[src/rtl/switch_conditioner.sv]
// Switch debouncer: each bit is synchronized through two flops, then must disagree
// with the output for DB_CYCLES consecutive cycles before the output bit follows.

module switch_conditioner #(
    parameter int WIDTH     = 8,
    parameter int DB_CYCLES = 16
) (
    input  logic             clk,
    input  logic             rst,
    input  logic [WIDTH-1:0] sw_raw,
    output logic [WIDTH-1:0] switches,
    output logic             sw_changed,
    output logic             sw_stable
);
    localparam int            CW      = $clog2(DB_CYCLES);
    localparam logic [CW-1:0] CNT_MAX = CW'(DB_CYCLES - 1);

    logic [WIDTH-1:0]         r_s1;
    logic [WIDTH-1:0]         r_s2;
    logic [WIDTH-1:0]         r_level;
    logic [WIDTH-1:0][CW-1:0] r_cnt;
    logic                     r_changed;

    logic [WIDTH-1:0]         w_diff;
    logic [WIDTH-1:0]         w_update;
    logic [WIDTH-1:0]         w_idle;

    always_comb begin
        w_diff   = '0;
        w_update = '0;
        w_idle   = '0;
        for (int i = 0; i < WIDTH; i++) begin
            w_diff[i]   = r_s2[i] != r_level[i];
            w_update[i] = w_diff[i] && (r_cnt[i] == CNT_MAX);
            w_idle[i]   = r_cnt[i] == '0;
        end
    end

    always_ff @(posedge clk or negedge rst) begin
        if (!rst) begin
            r_s1 <= '0;
            r_s2 <= '0;
        end else begin
            r_s1 <= sw_raw;
            r_s2 <= r_s1;
        end
    end

    // Any cycle where the synchronized level matches the output restarts the count.
    always_ff @(posedge clk or negedge rst) begin
        if (!rst) begin
            r_level <= '0;
            r_cnt   <= '0;
        end else begin
            for (int i = 0; i < WIDTH; i++) begin
                if (!w_diff[i]) begin
                    r_cnt[i] <= '0;
                end else if (w_update[i]) begin
                    r_level[i] <= r_s2[i];
                    r_cnt[i]   <= '0;
                end else begin
                    r_cnt[i] <= r_cnt[i] + 1'b1;
                end
            end
        end
    end

    always_ff @(posedge clk or negedge rst) begin
        if (!rst) r_changed <= 1'b0;
        else      r_changed <= |w_update;
    end

    assign switches   = r_level;
    assign sw_changed = r_changed;
    assign sw_stable  = &w_idle;

endmodule

[config.mk]
export PLATFORM = sky130hd
export DESIGN_NAME = switch_conditioner
export DESIGN_NICKNAME = d
export VERILOG_FILES = /design/src/rtl/switch_conditioner.sv
export SDC_FILE = /design/constraint.sdc
export NUM_CORES = 1
export LEC_CHECK = 0
export CORE_MARGIN = 3
export CORE_UTILIZATION = 57
export CTS_CLUSTER_SIZE = 8
export DETAILED_ROUTE_END_ITERATION = 8
export GPL_TIMING_DRIVEN = 1
export PLACE_DENSITY = 0.76
export SYNTH_ARGS = -nofsm -noshare
export SYNTH_HDL_FRONTEND = slang
export SYNTH_SLANG_ARGS = --single-unit
[constraint.sdc]
create_clock -name clk -period 1.9 [get_ports clk]
set_input_delay 0.38 -clock clk [delete_from_list [all_inputs] [get_ports clk]]
set_output_delay 0.38 -clock clk [all_outputs]
set_load 0.01 [all_outputs]
# == Word-level counts from Yosys, hierarchy flattened ==
# Index checks and enable logic that the tools add are counted.
# totals
regBits,57
input_bits,10
output_inout_bits,10
wordCells,85
# op_classes
n_addsub,8
eq_ne,16
n_mux,16
reduce_logical,26
# ops
cell,n
$mux 4,16
$add 4x1->4 const B,8
$eq 4x4->1 const B,8
$logic_not 4->1,8
$reduce_and 2->1,8
$logic_and 1x1->1,8
$ne 1x1->1,8
$reduce_and 8->1,1
$reduce_or 8->1,1

# == Depth between registers and ports, before layout ==
# depth
ltp_word,4
mapped_depth,5
depth_no_buf,5

# == Least setup slack after synthesis ==
# OpenSTA, ideal clock, no wires.
# synth_path
path_kind,reg-to-output
from,register r_cnt[8] (netlist bit)
to,output sw_stable
arrival_ps,1332
required_ps,1520
setup_slack_ps,188
path_stages_with_launch,5
n_path_buf,0
path_cell_list,dfrtp_1 > inv_1 > ha_1 > or4b_1 > nor4_2
# synth_between
elab_chain_len,2
# synth_rtl
item,line_no,text
"start, declared",21,logic [WIDTH-1:0][CW-1:0] r_cnt;
"start signal, assigned by index",62,r_cnt[i] <= r_cnt[i] + 1'b1;
$logic_not 4->1,35,w_idle[i] = r_cnt[i] == '0;
$reduce_and 8->1,75,assign sw_stable = &w_idle;
"end, declared",13,output logic sw_stable
# Every way passes these cells.

# == Worst setup path after layout ==
# Ends and elaborated chain as after synthesis.

==> impl_results.md <==
- Status: finished, violations left
- Failing checks: hold timing, setup timing
- YS warnings: 0
- Synth Net Count: 229
- Post-synth top area cell: dfrtp_1
- Max-slew violation count: 0
- DIE AREA: 5070 um2
- Min Hold Slack: -5.85 ps
- Layout cells sized above 1: 0.272
- Clk_lat worst skew: 340 ps
- Commonest non-fill, non-tap cell in the layout: dfrtp_1
- Post-Synth Adder-Cell Area: 0.0826
- Largest net degree at the start of global routing: 39
- # nets final: 293
- Worst-Margin Slew: 452 ps
- Routed vias: 1742
- Compound-gate portion of the synthesized area: 0.0619
- Initial antenna violation count: 0
- Worst Path Max Fanout: 2
- Setup TNS: -207 ps
- Wire length per cell: 15.3 um
- Worst EP arrival: 1730 ps
- CTS tree: built
- EDFF count, synth: 0
- Max Root-Sink Buffers: 2
- Routability congestion estimate: 0.777
- # diodes: 0
- DP Cell Count: 305
- Slew headroom: 0.697
- Commonest non-fill, non-tap cells in the layout: dfrtp_1, buf_4, inv_1, clkdlybuf4s50_1
- Iteration-0 DRC Markers: 143
- Num Clock Sinks: 57
- Utilization after layout: 0.788
- Drt pass-1 iters: 4
- # setup viols final: 1
- Non-Filler Instances: 322
- Max Fclk: 0.475 GHz
- # fillers: 229
- Yosys cell types: 26
- Design Power: 2690 uW
- MaxCap Viol Count: 0
- Dominant cells by area after synthesis: dfrtp_1, ha_1, xnor2_1, mux2_2, inv_1
- GR Util All Layers: 0.210
- Skew final: 7.63 ps
- Xor/xnor share of the synthesized area: 0.0578
- Multiplexer area fraction after synthesis: 0.0372
- Global-route wire length before repair: 8.11 mm
- Vias in the first global route: 1804
- Most used DFF post-synth: dfrtp_1
- Die width: 71.2 um
- Synthesized flop and latch total: 57
- Port Buffers: 19
- CTS root buffer: clkbuf_8
- Async SR Flop Fraction: 1.00
- Total grt overflow: 0
- Total wire length: 4.91 mm
- RSZ-0062 raised after global routing: yes
- CP startpoint kind: flip-flop
- Simple-gate share of the synthesized area: 0.135
- Clock transition at the registers of the reported paths: 60 ps
- Largest family of logic cells by synthesized area: simple AND/OR/NAND/NOR gates
- Synthesized area: 2420 um2
- CP endpoint kind: output port
- Place WS: -372 ps
- # IOs: 20
- Synthesis-to-finish area growth: 31.9%
- LEAKAGE: 0.00148 uW
- Starting density of the core: 0.598
- Register area share after synthesis: 0.588
- Core area: 4060 um2
- Crit Path Category: reg -> out
- Hold-fix buffers, CTS: 0
- Yosys top cell area share: 0.588
- Rows: 23
- Power Density: 841 nW/um2
- Antenna-violating nets left: 0
- Drt drc: 0
- Tcrit/Tclk final: 1.11
- Syn_area_per_cell: 11.9 um2
- Via density: 5.41
- Worst Path Required: 1520 ps
- H-tree level count: 3
- Hold WC Path Type: in -> async
- Peak VDD IR: 661 uV
- Die height: 71.2 um
- Hold Vio Cnt, Final: 6
- Tmin final: 2110 ps
- Final Worst Setup Slack: -207 ps
- Inserted Clock Buffers: 9
- Hpwl dp: 3.57 mm
- Cells after synthesis: 203
-- layout make-up --
cell class,count,area [um2],share of cell area
Clock buffer,14,183,0.0571
Sequential cell,57,1430,0.446
Tap cell,50,62.6,0.0196
Multi-Input combinational cell,122,980,0.306
Clock inverter,2,10.0,0.00313
Inverter,24,90.1,0.0282
Timing Repair Buffer,53,448,0.140
-- per-layer routing --
layer	part of all wire	vias up	global-route usage
li1	-	822	-
met1	0.42	881	0.260
met2	0.52	27	0.342
met3	0.028	12	0.0477
met4	0.023	0	0.117
met5	0	-	0
-- cell usage after synthesis (3+ instances only) --
cell and number:
mux2_2 8, or4_1 8, nand4_1 3, nor3b_1 3, nor2_1 10, inv_1 23
nor3_1 4, a21oi_1 16, and3_1 3, dfrtp_1 57, nand3_1 6, xnor2_1 16
o21ai_0 8, ha_1 16, nor2b_1 8
-- kinds of logic (layout without fill, tap and decap cells) --
kind of cell             Yosys count  in the layout
AO/OA/AOI/OAI                     28             28
multiplexers                       8              8
buffers and inverters             24             93
AND/OR/NAND/NOR                   54             54
XOR/XNOR                          16             16
adder cells (fa/ha/maj)           16             16
flip-flops                        57             57
-- flip-flops by register name (all words and copies together) (netlist names) --
signal and flops:
r_cnt 32, r_s1 8, r_s2 8, sw_changed 1
switches 8
-- per-stage QoR --
stage | cell area (um2) | hold slack, ps
2_1_floorplan | 2420 | 84.4
3_3_place_gp | 2930 | 333
3_5_place_dp | 2930 | 336
4_1_cts | 3160 | 1.08
5_1_grt | 3200 | 12.2
6_report | 3200 | -5.85
-- final timing paths --
path | start | to | slack (ps) | cells past startpoint
setup / recovery | r_cnt[8]$_DFF_PN0_ | sw_stable | -210 | 5
hold / removal | rst | switches[6]$_DFFE_PN0P_ | -6 | 1
setup reg to reg | r_cnt[9]$_DFF_PN0_ | switches[2]$_DFFE_PN0P_ | 410 | 5
hold reg to reg | r_s1[0]$_DFF_PN0_ | r_s2[0]$_DFF_PN0_ | 350 | 0
max in group asynchronous | rst | r_cnt[20]$_DFF_PN0_ | 1360 | 2
min in group clk | r_s1[0]$_DFF_PN0_ | r_s2[0]$_DFF_PN0_ | 350 | 0
-- timing repair --
action,CTS,global route
resized for setup,11,10
setup buffers,1,0
pin swaps,2,3
endpoints found under the setup margin,1,1
-- critical path, stage by stage (launching register included) --
cell and delay, ps:
dfrtp_1 390, inv_2 90, ha_4 130, or4b_4 470
nor4_4 150, buf_2 170
-- power by group --
group | switching [uW] | internal, uW | total [uW] | leakage [uW]
clock | 446 | 611 | 1060 | 0.000102
sequential | 36.0 | 1270 | 1310 | 0.000739
combinational | 160 | 164 | 324 | 0.000641
total | 642 | 2050 | 2690 | 0.00148
No activity file was read; power rests on OpenSTA's default activity.
==> RTL edit, RTL diff (config.mk and constraints unchanged) <==
Set the parameter `DB_CYCLES` to 32 (it was 16).
--- a/src/rtl/switch_conditioner.sv
+++ b/src/rtl/switch_conditioner.sv
@@ -5,3 +5,3 @@
     parameter int WIDTH     = 8,
-    parameter int DB_CYCLES = 16
+    parameter int DB_CYCLES = 32
 ) (
Behaviour: same outputs for any inputs over 10 cycles, from zero or initial values and one cycle with rst low; that may be too few to reach the edited logic, so the function may still have changed.
==> RTL edit against the original RTL <==
- the run ends with negative setup slack left
- fmax rose by 10%
- die area rose by 13%
- non-clock buffer count fell by 3
- sequential cell count rose by 8
- total power rose by 5.8%
- core utilization fell by 2.2 points
- final area rose by 8.6%
- final cell count rose by 13%
- worst setup slack improved by 0.20 ns
- area after synthesis rose by 15%
- wire length fell by 3.1%
- critical endpoint unchanged
==> RTL edit: results (changes against the original RTL) <==
* Result of the run: complete, but fails checks
- Failing checks: negative setup slack
- Total half-perimeter wirelength after legalization and detailed placement: 3460 um (-3.0%)
- Non-clk buf share: 0.122 (-0.0175)
- The static leakage was 1.81 nW (+22%).
- Final worst slack: -0.0106 ns (+0.196 ns)
* Origin of the worst setup path: r_cnt[20]
* Switch share: 0.223 (-0.0161)
- The number of multi-input logic gates was 137 (+12%).
- The post-route non-filler standard cell count came to 364 (+13%).
- The pin count of the biggest net entering global routing is 66 (+69%).
* Final wirelength: 4760 um (-3.1%)
* Fraction of final layout cells sized beyond drive strength 1: 0.197 (-0.0747)
* Leading cell types by count after synthesis: sky130_fd_sc_hd__dfrtp_1 (65), sky130_fd_sc_hd__nor2_1 (40), sky130_fd_sc_hd__inv_1 (31)
- The total vias in the final route is 1761 (+1.1%).
* Number of flip-flops under the largest register name: 40 (+25%)
* Synthesized netlist net count: 267 (+17%)
* Combinational-cell power consumption: 0.267 mW (-18%)
- Multi-input logic portion of the cell area: 0.298 (-0.00831)
- Number of violations reported at the end of detailed-routing iteration 0: 64 (-55%)
* CTS resizes: 4 (-7)
* Unique masters post-synth: 20 (-23%)
- Mean post-synth cell area: 11.9 sq um (-0.20%)
- The global-route wire length before repair came to 8230 um (+1.4%).
* Number of sequential cells: 65 (+14%)
- Total routing resource utilization after global routing: 0.199 (-0.0112)
- The routability-driven placement congestion ratio came to 0.738 (-5.0%).
* Clock latency on the worst-skew pair: 0.32 ns (-0.02 ns)
* Number of nets at the end of the flow: 328 (+12%)
* Worst IR drop on VDD: 0.000567 V (-14%)
- The summed negative setup slack over all endpoints was -0.0106 ns (+0.196 ns).
* Fill cell instance count of the final layout: 309 (+35%)
- Register area share after synthesis: 0.586 (-0.00265)
* Final number of setup-violating endpoints: 1 (unchanged)
- The cell area after placement came to 0.00329 sq mm (+12%).
- The worst endpoint data arrival time is 1.53 ns (-0.20 ns).
- Largest stage delay, worst path: 0.38 ns (-0.09 ns)
* Crit Reg-Reg Startpoint: r_cnt[30]
- The worst slew margin relative to its limit was 0.781 (+0.0846).
* Dpl ws: -0.0832 ns (+0.289 ns)
- The placed cell count is 348 (+14%).
* CLK BUF: 13 (-1)
-- RTL edit: path summary, 6_finish.rpt --
check,endpoint,slack [ns],cells after the start
min in group clk,r_s2[3],0.35,0
setup / recovery,sw_stable,-0.01,6
hold / removal,r_s1[3],0.06,2
hold reg to reg,r_s2[3],0.35,0
setup reg to reg,sw_changed,0.23,6
max in group asynchronous,r_s1[6],1.58,2
-- RTL edit: routing by layer --
layer,up-vias,GRT usage,share of wire
met5,-,0,0
met4,0,0.0893,0.020
met3,10,0.0646,0.038
met2,28,0.322,0.50
met1,851,0.243,0.45
li1,872,-,-
-- RTL edit: logic make-up (layout without fill, tap and decap cells) --
logic type,count (synthesis),in the layout,synth area share
AO/OA/AOI/OAI,4,4,0.0108
XOR/XNOR,24,24,0.0757
adder cells (fa/ha/maj),24,24,0.108
buffers and inverters,31,97,0.0419
flip-flops,65,65,0.586
multiplexers,8,8,0.0324
AND/OR/NAND/NOR,77,77,0.145
